--- config.mk ---
export PLATFORM = sky130hd
export DESIGN_NAME = crc_stream_engine
export DESIGN_NICKNAME = d
export VERILOG_FILES = /design/src/rtl/crc_pkg.sv /design/src/rtl/crc_par_update.sv /design/src/rtl/crc_stream_engine.sv
export SDC_FILE = /design/constraint.sdc
export NUM_CORES = 1
export LEC_CHECK = 0
export CAP_MARGIN = 0
export CORE_MARGIN = 1
export CORE_UTILIZATION = 45
export CTS_CLUSTER_DIAMETER = 40
export DETAILED_ROUTE_END_ITERATION = 10
export HOLD_SLACK_MARGIN = 0.03
export PLACE_DENSITY = 0.69
export SYNTH_ARGS = -nofsm -noshare
export SYNTH_HDL_FRONTEND = slang
export SYNTH_SLANG_ARGS = --single-unit
--- constraint.sdc ---
create_clock -name clk -period 3.8 [get_ports clk]
set_clock_uncertainty 0.15 [all_clocks]
set_input_delay 0.57 -clock clk [delete_from_list [all_inputs] [get_ports clk]]
set_output_delay 0.57 -clock clk [all_outputs]
set_load 0.02 [all_outputs]
--- src/rtl/crc_pkg.sv ---
// Shared CRC definitions: standard polynomials, stream FSM state encoding and
// a single-bit reference step for MSB-first CRC shifting.
package crc_pkg;

    localparam logic [23:0] CRC24A = 24'h864CFB;
    localparam logic [23:0] CRC24B = 24'h800063;
    localparam logic [15:0] CRC16  = 16'h1021;
    localparam logic [7:0]  CRC8   = 8'h9B;

    typedef enum logic [1:0] {
        ST_IDLE   = 2'd0,
        ST_DATA   = 2'd1,
        ST_APPEND = 2'd2,
        ST_DRAIN  = 2'd3
    } crc_state_e;

    // One serial step of a 24-bit CRC; the implicit x^24 term is the feedback.
    function automatic logic [23:0] crc_step(input logic [23:0] state,
                                             input logic        data,
                                             input logic [23:0] poly);
        logic [23:0] nxt;
        nxt = {state[22:0], 1'b0};
        if (data ^ state[23]) begin
            nxt = nxt ^ poly;
        end else begin
            nxt = nxt;
        end
        return nxt;
    endfunction

endpackage

--- src/rtl/crc_par_update.sv ---
// Combinational next-state network for a CRC absorbing DATA_W bits MSB-first,
// built as DATA_W chained serial steps that synthesis flattens into XOR trees.
module crc_par_update #(
    parameter int CRC_W  = 24,
    parameter int DATA_W = 8
) (
    input  logic [CRC_W-1:0]  crc_state,
    input  logic [DATA_W-1:0] data,
    input  logic [CRC_W-1:0]  poly,
    output logic [CRC_W-1:0]  crc_next
);

    logic [CRC_W-1:0] chain_s [DATA_W+1];

    assign chain_s[0] = crc_state;

    for (genvar i = 0; i < DATA_W; i++) begin : g_step
        logic fb_s;
        assign fb_s         = data[DATA_W-1-i] ^ chain_s[i][CRC_W-1];
        assign chain_s[i+1] = {chain_s[i][CRC_W-2:0], 1'b0} ^ ({CRC_W{fb_s}} & poly);
    end

    assign crc_next = chain_s[DATA_W];

endmodule

--- src/rtl/crc_stream_engine.sv ---
// Streaming CRC generator/checker: passes data through a single output register,
// then either appends the CRC (GEN) or reports a zero-residue verdict (CHECK).
module crc_stream_engine
    import crc_pkg::*;
#(
    parameter int               CRC_W  = 24,
    parameter int               DATA_W = 8,
    parameter logic [CRC_W-1:0] POLY_A = CRC24A,
    parameter logic [CRC_W-1:0] POLY_B = CRC24B,
    parameter logic [CRC_W-1:0] INIT   = {CRC_W{1'b0}}
) (
    input  logic              clk,
    input  logic              reset,
    input  logic              start,
    input  logic              mode,
    input  logic              poly_sel,
    output logic              busy,
    input  logic              in_valid,
    output logic              in_ready,
    input  logic [DATA_W-1:0] in_data,
    input  logic              in_last,
    output logic              out_valid,
    input  logic              out_ready,
    output logic [DATA_W-1:0] out_data,
    output logic              out_last,
    output logic [CRC_W-1:0]  crc_out,
    output logic              crc_done,
    output logic              crc_ok
);

    localparam int NCHUNK = CRC_W / DATA_W;
    localparam int K_W    = (NCHUNK > 1) ? $clog2(NCHUNK) : 1;
    localparam logic [K_W-1:0] K_LAST = K_W'(NCHUNK - 1);

    crc_state_e        state_r, state_nx_s;
    logic              mode_r, poly_sel_r, busy_r;
    logic [CRC_W-1:0]  crc_r, crc_next_s, poly_s, crc_out_r;
    logic [K_W-1:0]    k_r;
    logic              out_valid_r, out_last_r, crc_done_r, crc_ok_r;
    logic [DATA_W-1:0] out_data_r, chunk_s;
    logic              out_free_s, in_ready_s, in_fire_s, chunk_load_s;
    logic              start_acc_s, frame_end_s;
    logic [DATA_W-1:0] chunk_arr_s [NCHUNK];

    assign poly_s     = poly_sel_r ? POLY_B : POLY_A;
    assign out_free_s = !out_valid_r || out_ready;
    assign in_fire_s  = in_valid && in_ready_s;

    crc_par_update #(.CRC_W(CRC_W), .DATA_W(DATA_W)) u_update (
        .crc_state (crc_r),
        .data      (in_data),
        .poly      (poly_s),
        .crc_next  (crc_next_s)
    );

    // CRC chunks leave most-significant first
    for (genvar j = 0; j < NCHUNK; j++) begin : g_chunk
        assign chunk_arr_s[j] = crc_r[CRC_W-1-j*DATA_W -: DATA_W];
    end
    assign chunk_s = chunk_arr_s[k_r];

    // FSM state register
    always_ff @(posedge clk or negedge reset) begin
        if (!reset) begin
            state_r <= ST_IDLE;
        end else begin
            state_r <= state_nx_s;
        end
    end

    // FSM next-state and per-state flow control
    always_comb begin
        state_nx_s   = state_r;
        in_ready_s   = 1'b0;
        chunk_load_s = 1'b0;
        start_acc_s  = 1'b0;
        frame_end_s  = 1'b0;
        case (state_r)
            ST_IDLE: begin
                if (start) begin
                    start_acc_s = 1'b1;
                    state_nx_s  = ST_DATA;
                end else begin
                    state_nx_s  = ST_IDLE;
                end
            end
            ST_DATA: begin
                in_ready_s = out_free_s;
                if (in_valid && out_free_s && in_last) begin
                    state_nx_s = mode_r ? ST_DRAIN : ST_APPEND;
                end else begin
                    state_nx_s = ST_DATA;
                end
            end
            ST_APPEND: begin
                chunk_load_s = out_free_s;
                if (out_free_s && (k_r == K_LAST)) begin
                    state_nx_s = ST_DRAIN;
                end else begin
                    state_nx_s = ST_APPEND;
                end
            end
            ST_DRAIN: begin
                if (out_valid_r && out_ready && out_last_r) begin
                    frame_end_s = 1'b1;
                    state_nx_s  = ST_IDLE;
                end else begin
                    state_nx_s  = ST_DRAIN;
                end
            end
            default: begin
                state_nx_s = ST_IDLE;
            end
        endcase
    end

    // Frame context, running CRC, append counter and verdict registers
    always_ff @(posedge clk or negedge reset) begin
        if (!reset) begin
            mode_r     <= 1'b0;
            poly_sel_r <= 1'b0;
            busy_r     <= 1'b0;
            crc_r      <= {CRC_W{1'b0}};
            k_r        <= {K_W{1'b0}};
            crc_out_r  <= {CRC_W{1'b0}};
            crc_done_r <= 1'b0;
            crc_ok_r   <= 1'b0;
        end else begin
            if (start_acc_s) begin
                mode_r     <= mode;
                poly_sel_r <= poly_sel;
                busy_r     <= 1'b1;
                crc_r      <= INIT;
                k_r        <= {K_W{1'b0}};
            end else begin
                if (in_fire_s) begin
                    crc_r <= crc_next_s;
                end
                if (chunk_load_s) begin
                    k_r <= k_r + K_W'(1);
                end
                if (frame_end_s) begin
                    busy_r <= 1'b0;
                end
            end
            crc_done_r <= in_fire_s && in_last;
            if (in_fire_s && in_last) begin
                crc_out_r <= crc_next_s;
                crc_ok_r  <= mode_r && (crc_next_s == {CRC_W{1'b0}});
            end
        end
    end

    // Single output register: holds while stalled, data beats take priority over CRC chunks
    always_ff @(posedge clk or negedge reset) begin
        if (!reset) begin
            out_valid_r <= 1'b0;
            out_data_r  <= {DATA_W{1'b0}};
            out_last_r  <= 1'b0;
        end else if (in_fire_s) begin
            out_valid_r <= 1'b1;
            out_data_r  <= in_data;
            out_last_r  <= mode_r && in_last;
        end else if (chunk_load_s) begin
            out_valid_r <= 1'b1;
            out_data_r  <= chunk_s;
            out_last_r  <= (k_r == K_LAST);
        end else if (out_valid_r && out_ready) begin
            out_valid_r <= 1'b0;
            out_last_r  <= 1'b0;
        end
    end

    assign busy      = busy_r;
    assign in_ready  = in_ready_s;
    assign out_valid = out_valid_r;
    assign out_data  = out_data_r;
    assign out_last  = out_last_r;
    assign crc_out   = crc_out_r;
    assign crc_done  = crc_done_r;
    assign crc_ok    = crc_ok_r;

endmodule
# Word level (Yosys, flattened, before mapping)

Cells that the tools add are included.
W data, S select, Z words.

Register bits after elaboration: 67
Output and inout port bits: 38
Logic and storage cells: 90

$add $sub $neg: 1
$lt $le $gt $ge: 1
Eq/ne operators: 4
Multiplexer cells: 29
Bitwise logic cells: 25
Reduce and logical (&&, ||, !) cells: 18

Operators with widths:

| kind                  | number |
|---|---|
| $and A24 B24 Y24      | 8 |
| $xor A24 B24 Y24      | 8 |
| $mux W24              | 2 |
| $mux W8               | 4 |
| $logic_not A24 Y1     | 1 |
| $mux W19              | 1 |
| $bmux W8 S2           | 1 |
| $mux W1               | 16 |
| $logic_and A1 B1 Y1   | 9 |
| $mux W2               | 4 |
| $pmux W2 S4           | 1 |
| $reduce_bool A2 Y1    | 4 |
| $xor A1 B1 Y1         | 8 |
| $eq A2 B2 Y1 const B  | 3 |
| $ge A3 B3 Y1 const B  | 1 |
| $not A2 Y3            | 1 |
| $reduce_bool A3 Y1    | 1 |
| $add A2 B1 Y2 const B | 1 |
| $eq A2 B1 Y1 const B  | 1 |
| $logic_not A2 Y1      | 1 |
| $logic_not A1 Y1      | 1 |
| $logic_or A1 B1 Y1    | 1 |

# Depth between registers and ports, before layout

Depth after elaboration: 26
Depth in mapped cells: 10
Gate-level depth less buffers: 10

# Modules after synthesis

From an unflattened synthesis, not the netlist that was laid out.

Cell total of the unflattened synthesis: 784
Area total of the unflattened synthesis: 6716.4 um2

Modules (own cells, without submodules):

| module            | times used | cells an instance | area an instance (um2) |
|---|---|---|---|
| crc_par_update    | 1          | 510               | 3638.5 |
| crc_stream_engine | 1          | 274               | 3078.0 |

# Worst setup path before layout

OpenSTA, ideal clock, no wires.

Kind: input to register
Start point: input port in_data[4]
End point: register crc_ok_r, in the netlist crc_ok
Setup time: 121 ps
Arrival: 2447 ps
Required time: 3529 ps
Setup slack: 1081 ps
Cell stages on the path: 8
Cell sequence: xnor2_2 -> xnor2_1 -> xor3_1 -> xnor2_1 -> mux2i_1 -> and4_1 -> o2111a_1 -> a32o_2

Word-level cells in the longest chain between the ends: 17

Ends and longest elaborated chain:

| element                 | RTL line                 | text |
|---|---|---|
| start: declaration      | crc_stream_engine.sv:20  | `input logic [DATA_W-1:0] in_data,` |
| $xor A1 B1 Y1 (*)       | crc_par_update.sv:19     | `assign fb_s = data[DATA_W-1-i] ^ chain_s[i][CRC_W-1];` |
| $and A24 B24 Y24 (*)    | crc_par_update.sv:20     | `assign chain_s[i+1] = {chain_s[i][CRC_W-2:0], 1'b0} ^ ({CRC_W{fb_s}} & poly);` |
| $xor A24 B24 Y24 (*)    | crc_par_update.sv:20     |  |
| $xor A1 B1 Y1           | crc_par_update.sv:19     |  |
| $and A24 B24 Y24        | crc_par_update.sv:20     |  |
| $xor A24 B24 Y24 (*)    | crc_par_update.sv:20     |  |
| $xor A1 B1 Y1           | crc_par_update.sv:19     |  |
| $and A24 B24 Y24        | crc_par_update.sv:20     |  |
| $xor A24 B24 Y24 (*)    | crc_par_update.sv:20     |  |
| $xor A1 B1 Y1           | crc_par_update.sv:19     |  |
| $and A24 B24 Y24        | crc_par_update.sv:20     |  |
| $xor A24 B24 Y24 (*)    | crc_par_update.sv:20     |  |
| $xor A1 B1 Y1           | crc_par_update.sv:19     |  |
| $and A24 B24 Y24        | crc_par_update.sv:20     |  |
| $xor A24 B24 Y24 (*)    | crc_par_update.sv:20     |  |
| $logic_not A24 Y1 (*)   | crc_stream_engine.sv:149 | `crc_ok_r <= mode_r && (crc_next_s == {CRC_W{1'b0}});` |
| $logic_and A1 B1 Y1 (*) | crc_stream_engine.sv:149 |  |
| end signal: assignment  | crc_stream_engine.sv:149 |  |
| end: declaration        | crc_stream_engine.sv:39  | `logic out_valid_r, out_last_r, crc_done_r, crc_ok_r;` |

Every way passes the cells marked *; elsewhere a longest branch is shown, timed or not.
A chain may end at the register's enable or synchronous reset.

# Worst setup path after layout

Start point: input port in_data[3]
End point: register crc_ok_r, in the netlist crc_ok

Word-level cells in the longest chain between the ends: 14

Ends and longest elaborated chain:

| element                 | RTL line |
|---|---|
| $xor A1 B1 Y1 (*)       | crc_par_update.sv:19 |
| $and A24 B24 Y24 (*)    | crc_par_update.sv:20 |
| $xor A24 B24 Y24 (*)    | crc_par_update.sv:20 |
| $xor A1 B1 Y1           | crc_par_update.sv:19 |
| $and A24 B24 Y24        | crc_par_update.sv:20 |
| $xor A24 B24 Y24 (*)    | crc_par_update.sv:20 |
| $xor A1 B1 Y1           | crc_par_update.sv:19 |
| $and A24 B24 Y24        | crc_par_update.sv:20 |
| $xor A24 B24 Y24 (*)    | crc_par_update.sv:20 |
| $xor A1 B1 Y1           | crc_par_update.sv:19 |
| $and A24 B24 Y24        | crc_par_update.sv:20 |
| $xor A24 B24 Y24 (*)    | crc_par_update.sv:20 |
| $logic_not A24 Y1 (*)   | crc_stream_engine.sv:149 |
| $logic_and A1 B1 Y1 (*) | crc_stream_engine.sv:149 |

Marked as above.

==> flow_summary.json <==
{
  "yosysWarnings": 0,
  "antenna_found_initial": 0,
  "post-cts-setup-buffers": 0,
  "setup_viol": 0,
  "port-buffer-count": 53,
  "hpwl_um": 7020,
  "cpPeakStageDelay_ns": 0.60,
  "worstSetupPathType": "in -> reg",
  "ios": 54,
  "ctsResizeCount": 0,
  "clk_pin_slew_ns": 0.08,
  "total_power_uw": 5140,
  "fin_util": 0.564,
  "relSlewSlack": 0.460,
  "grt.total_usage": 0.238,
  "clk_latency_ns": 0.35,
  "rr_worst_depth": 7,
  "powerDensity_nw_per_um2": 1110,
  "drt-vias-per-instance": 5.43,
  "routabilityCongestion": 0.847,
  "overflow": 0,
  "slowest_stage": "xnor2_1",
  "hold_viol_final": 0,
  "fin_nets": 457,
  "syn_inst": 387,
  "place_ws_ns": 0.189,
  "setup_tns_ns": 0,
  "violations": "DRC",
  "ys_ff_latch": 67,
  "cp_max_fo": 6,
  "synth_cell_types": 46,
  "cts_tree": "yes",
  "fin_crit_sh": 0.875,
  "drc": 2,
  "end_kind": "flop",
  "worst_pin_slew_ns": 0.809,
  "fin_ws_ns": 0.474,
  "startpoint": "in_data[3]",
  "cp-start-kind": "input port",
  "yosys-top-cells-area": "dfrtp_1 44%, xnor2_1 8.8%, o21ai_0 6.6%",
  "critPathCapture": "crc_ok$_DFFE_PN0P_",
  "r2r-start": "chunk_arr_s[19]$_DFFE_PN0P_",
  "cts_sinks": 67,
  "final_cells": 550,
  "cts-root-buf": "clkbuf_8",
  "hp-class": "reg -> reg",
  "yosysTopAreaCellShare": 0.444,
  "crit_buf_inv": 1,
  "drt_pass1_iterations": 8,
  "vias": 2986,
  "synth_area_leader_cell": "dfrtp_1",
  "p_leak_uw": 0.00200,
  "grt_pass1_wl_um": 15500,
  "wire_per_inst_um": 17.7,
  "dieArea_um2": 8760,
  "vdd_ir_drop_max_uv": 716,
  "worstPathCellList": "clkdlybuf4s50_1 -> xnor2_1 -> xnor2_1 -> xor2_2 -> xor2_1 -> or3b_2 -> a311oi_1 -> a32o_2",
  "ant_nets": 0,
  "rr_endpoint": "crc_ok$_DFFE_PN0P_",
  "grt_start_max_net_pins": 49,
  "start_util": 0.462,
  "grt_pass1_vias": 2845,
  "layout-drive-gt1-share": 0.106,
  "dp.cells": 533,
  "yosysSeqAreaShare": 0.444,
  "cts_hold_buf": 1,
  "hold_path_startpoint": "crc_out[10]$_DFFE_PN0P_",
  "status": "complete, but fails checks",
  "htree_levels": 3,
  "cts_buffers": 9,
  "cp_common_cell": "xnor2_1",
  "synth_area_per_cell_um2": 9.76,
  "crit_cells": 8,
  "die_w_um": 93.6,
  "drt_iter0_markers": 203,
  "maxSlewViolCount": 0,
  "n_antenna_cell": 0,
  "max_cap_violations": 0,
  "syn2layout_area_growth_pct": 22.2,
  "fin_crit_ns": 3.33,
  "cts_buffer_depth": 2,
  "core_um2": 8180,
  "drt-total-wl_um": 9710,
  "rrSetupSlack_ns": 0.73,
  "syn_nets": 404,
  "cp.required_ns": 3.93,
  "cp_top_family": "XOR/XNOR gates",
  "arrival_ns": 3.45,
  "clock.fmax_mhz": 301,
  "rows": 33,
  "die_h_um": 93.6,
  "synth_area_um2": 3780,
  "grt_setup_unrepaired": "false"
}
==> how the worst min path moves through the flow <==
stage	to	slack, ns	cells after the start
floorplan	busy$_DFFE_PN0P_	0.12	0
global placement	crc_out[18]$_DFFE_PN0P_	0.31	2
detailed placement	crc_out[10]$_DFFE_PN0P_	0.32	2
CTS	crc_out[0]$_DFFE_PN0P_	0.34	2
global route	crc_out[19]$_DFFE_PN0P_	0.37	2
finish	crc_out[10]$_DFFE_PN0P_	0.34	2
==> cells by family (layout without fill, tap and decap cells) <==
family	count (synthesis)	count (layout)	share of synthesized area
mux	12	12	0.0328
compound gates	82	82	0.130
buf+inv	26	84	0.0311
simple gates	130	130	0.158
fa+ha+maj	1	1	0.00331
xor+xnor	69	69	0.201
flops	67	67	0.444
==> flip-flops by register name, summed over array words and instances (netlist names) <==
name / flops
out_last: 1
crc_ok: 1
mode_r: 1
out_valid: 1
out_data: 8
crc_done: 1
busy: 1
k_r: 2
chunk_arr_s: 24
crc_out: 24
poly_sel_r: 1
state_r: 2
==> worst min-delay path: stages (launching register included) <==
cell	delay (ns)
dfrtp_1	0.35
nand2_1	0.05
o21ai_0	0.06
==> stage by stage <==
step / hold WS (ns) / cell area (um^2)
after floorplan: 0.124 / 3780
after global placement: 0.312 / 4410
after detailed placement: 0.324 / 4410
after CTS: 0.341 / 4610
after global routing: 0.370 / 4610
final: 0.340 / 4610
==> cell type report <==
cell class              count  area, um^2
clock buffers               9         124
clock inverters             7        75.1
fillers                   743        3560
inverters                   4        15.0
multi-input cells         294        1980
flip-flops and latches     67        1680
well taps                 105         131
repair buffers             64         611
==> per-layer routing <==
layer	vias up	wire, um	track usage	share of wire
li1	1428	-	-	-
met2	71	4610	0.377	0.47
met3	12	367	0.0374	0.038
met4	0	104	0.0667	0.011
met5	-	0	0	0
met1	1475	4630	0.337	0.48
==> power by group <==
group	leakage, uW	switching, uW	internal, uW
registers	0.000860	329	999
logic	0.00104	1790	1420
clock network	0.0000923	292	306
total	0.00200	2410	2720
==> cell usage in the layout (no fill, tap or decap), drive strengths merged, types with 2 or more instances in the layout <==
master	synthesis	final
dfrtp	67	67
nand2	59	59
clkdlybuf4s50	0	52
o21ai	50	50
xnor2	45	45
nand3	28	28
xor2	22	22
nor2	19	19
buf	0	11
mux2i	9	9
clkbuf	22	9
a22oi	8	8
o22ai	7	7
inv	4	6
a21oi	5	5
nor3	4	4
and3	4	4
nand2b	3	3
mux2	3	3
and2	3	3
clkinvlp	0	3
nand3b	2	2
a31oi	2	2
o2111a	2	2
and4	2	2
==> synthesized netlist by cell type (all sizes together) <==
| cell type | number |
|---|---|
| a211oi | 1 |
| a21oi | 5 |
| a221o | 1 |
| a22oi | 8 |
| a2bb2oi | 1 |
| a311oi | 1 |
| a31oi | 2 |
| a32o | 1 |
| and2 | 3 |
| and3 | 4 |
| and4 | 2 |
| clkbuf | 22 |
| dfrtp | 67 |
| ha | 1 |
| inv | 4 |
| mux2 | 3 |
| mux2i | 9 |
| nand2 | 59 |
| nand2b | 3 |
| nand3 | 28 |
| nand3b | 2 |
| nand4 | 1 |
| nor2 | 19 |
| nor2b | 1 |
| nor3 | 4 |
| nor4 | 1 |
| nor4b | 1 |
| o2111a | 2 |
| o211a | 1 |
| o21ai | 50 |
| o22ai | 7 |
| o32a | 1 |
| o32ai | 1 |
| or3 | 1 |
| or3b | 1 |
| xnor2 | 45 |
| xnor3 | 1 |
| xor2 | 22 |
| xor3 | 1 |
Power figures use the tool's default switching activity.
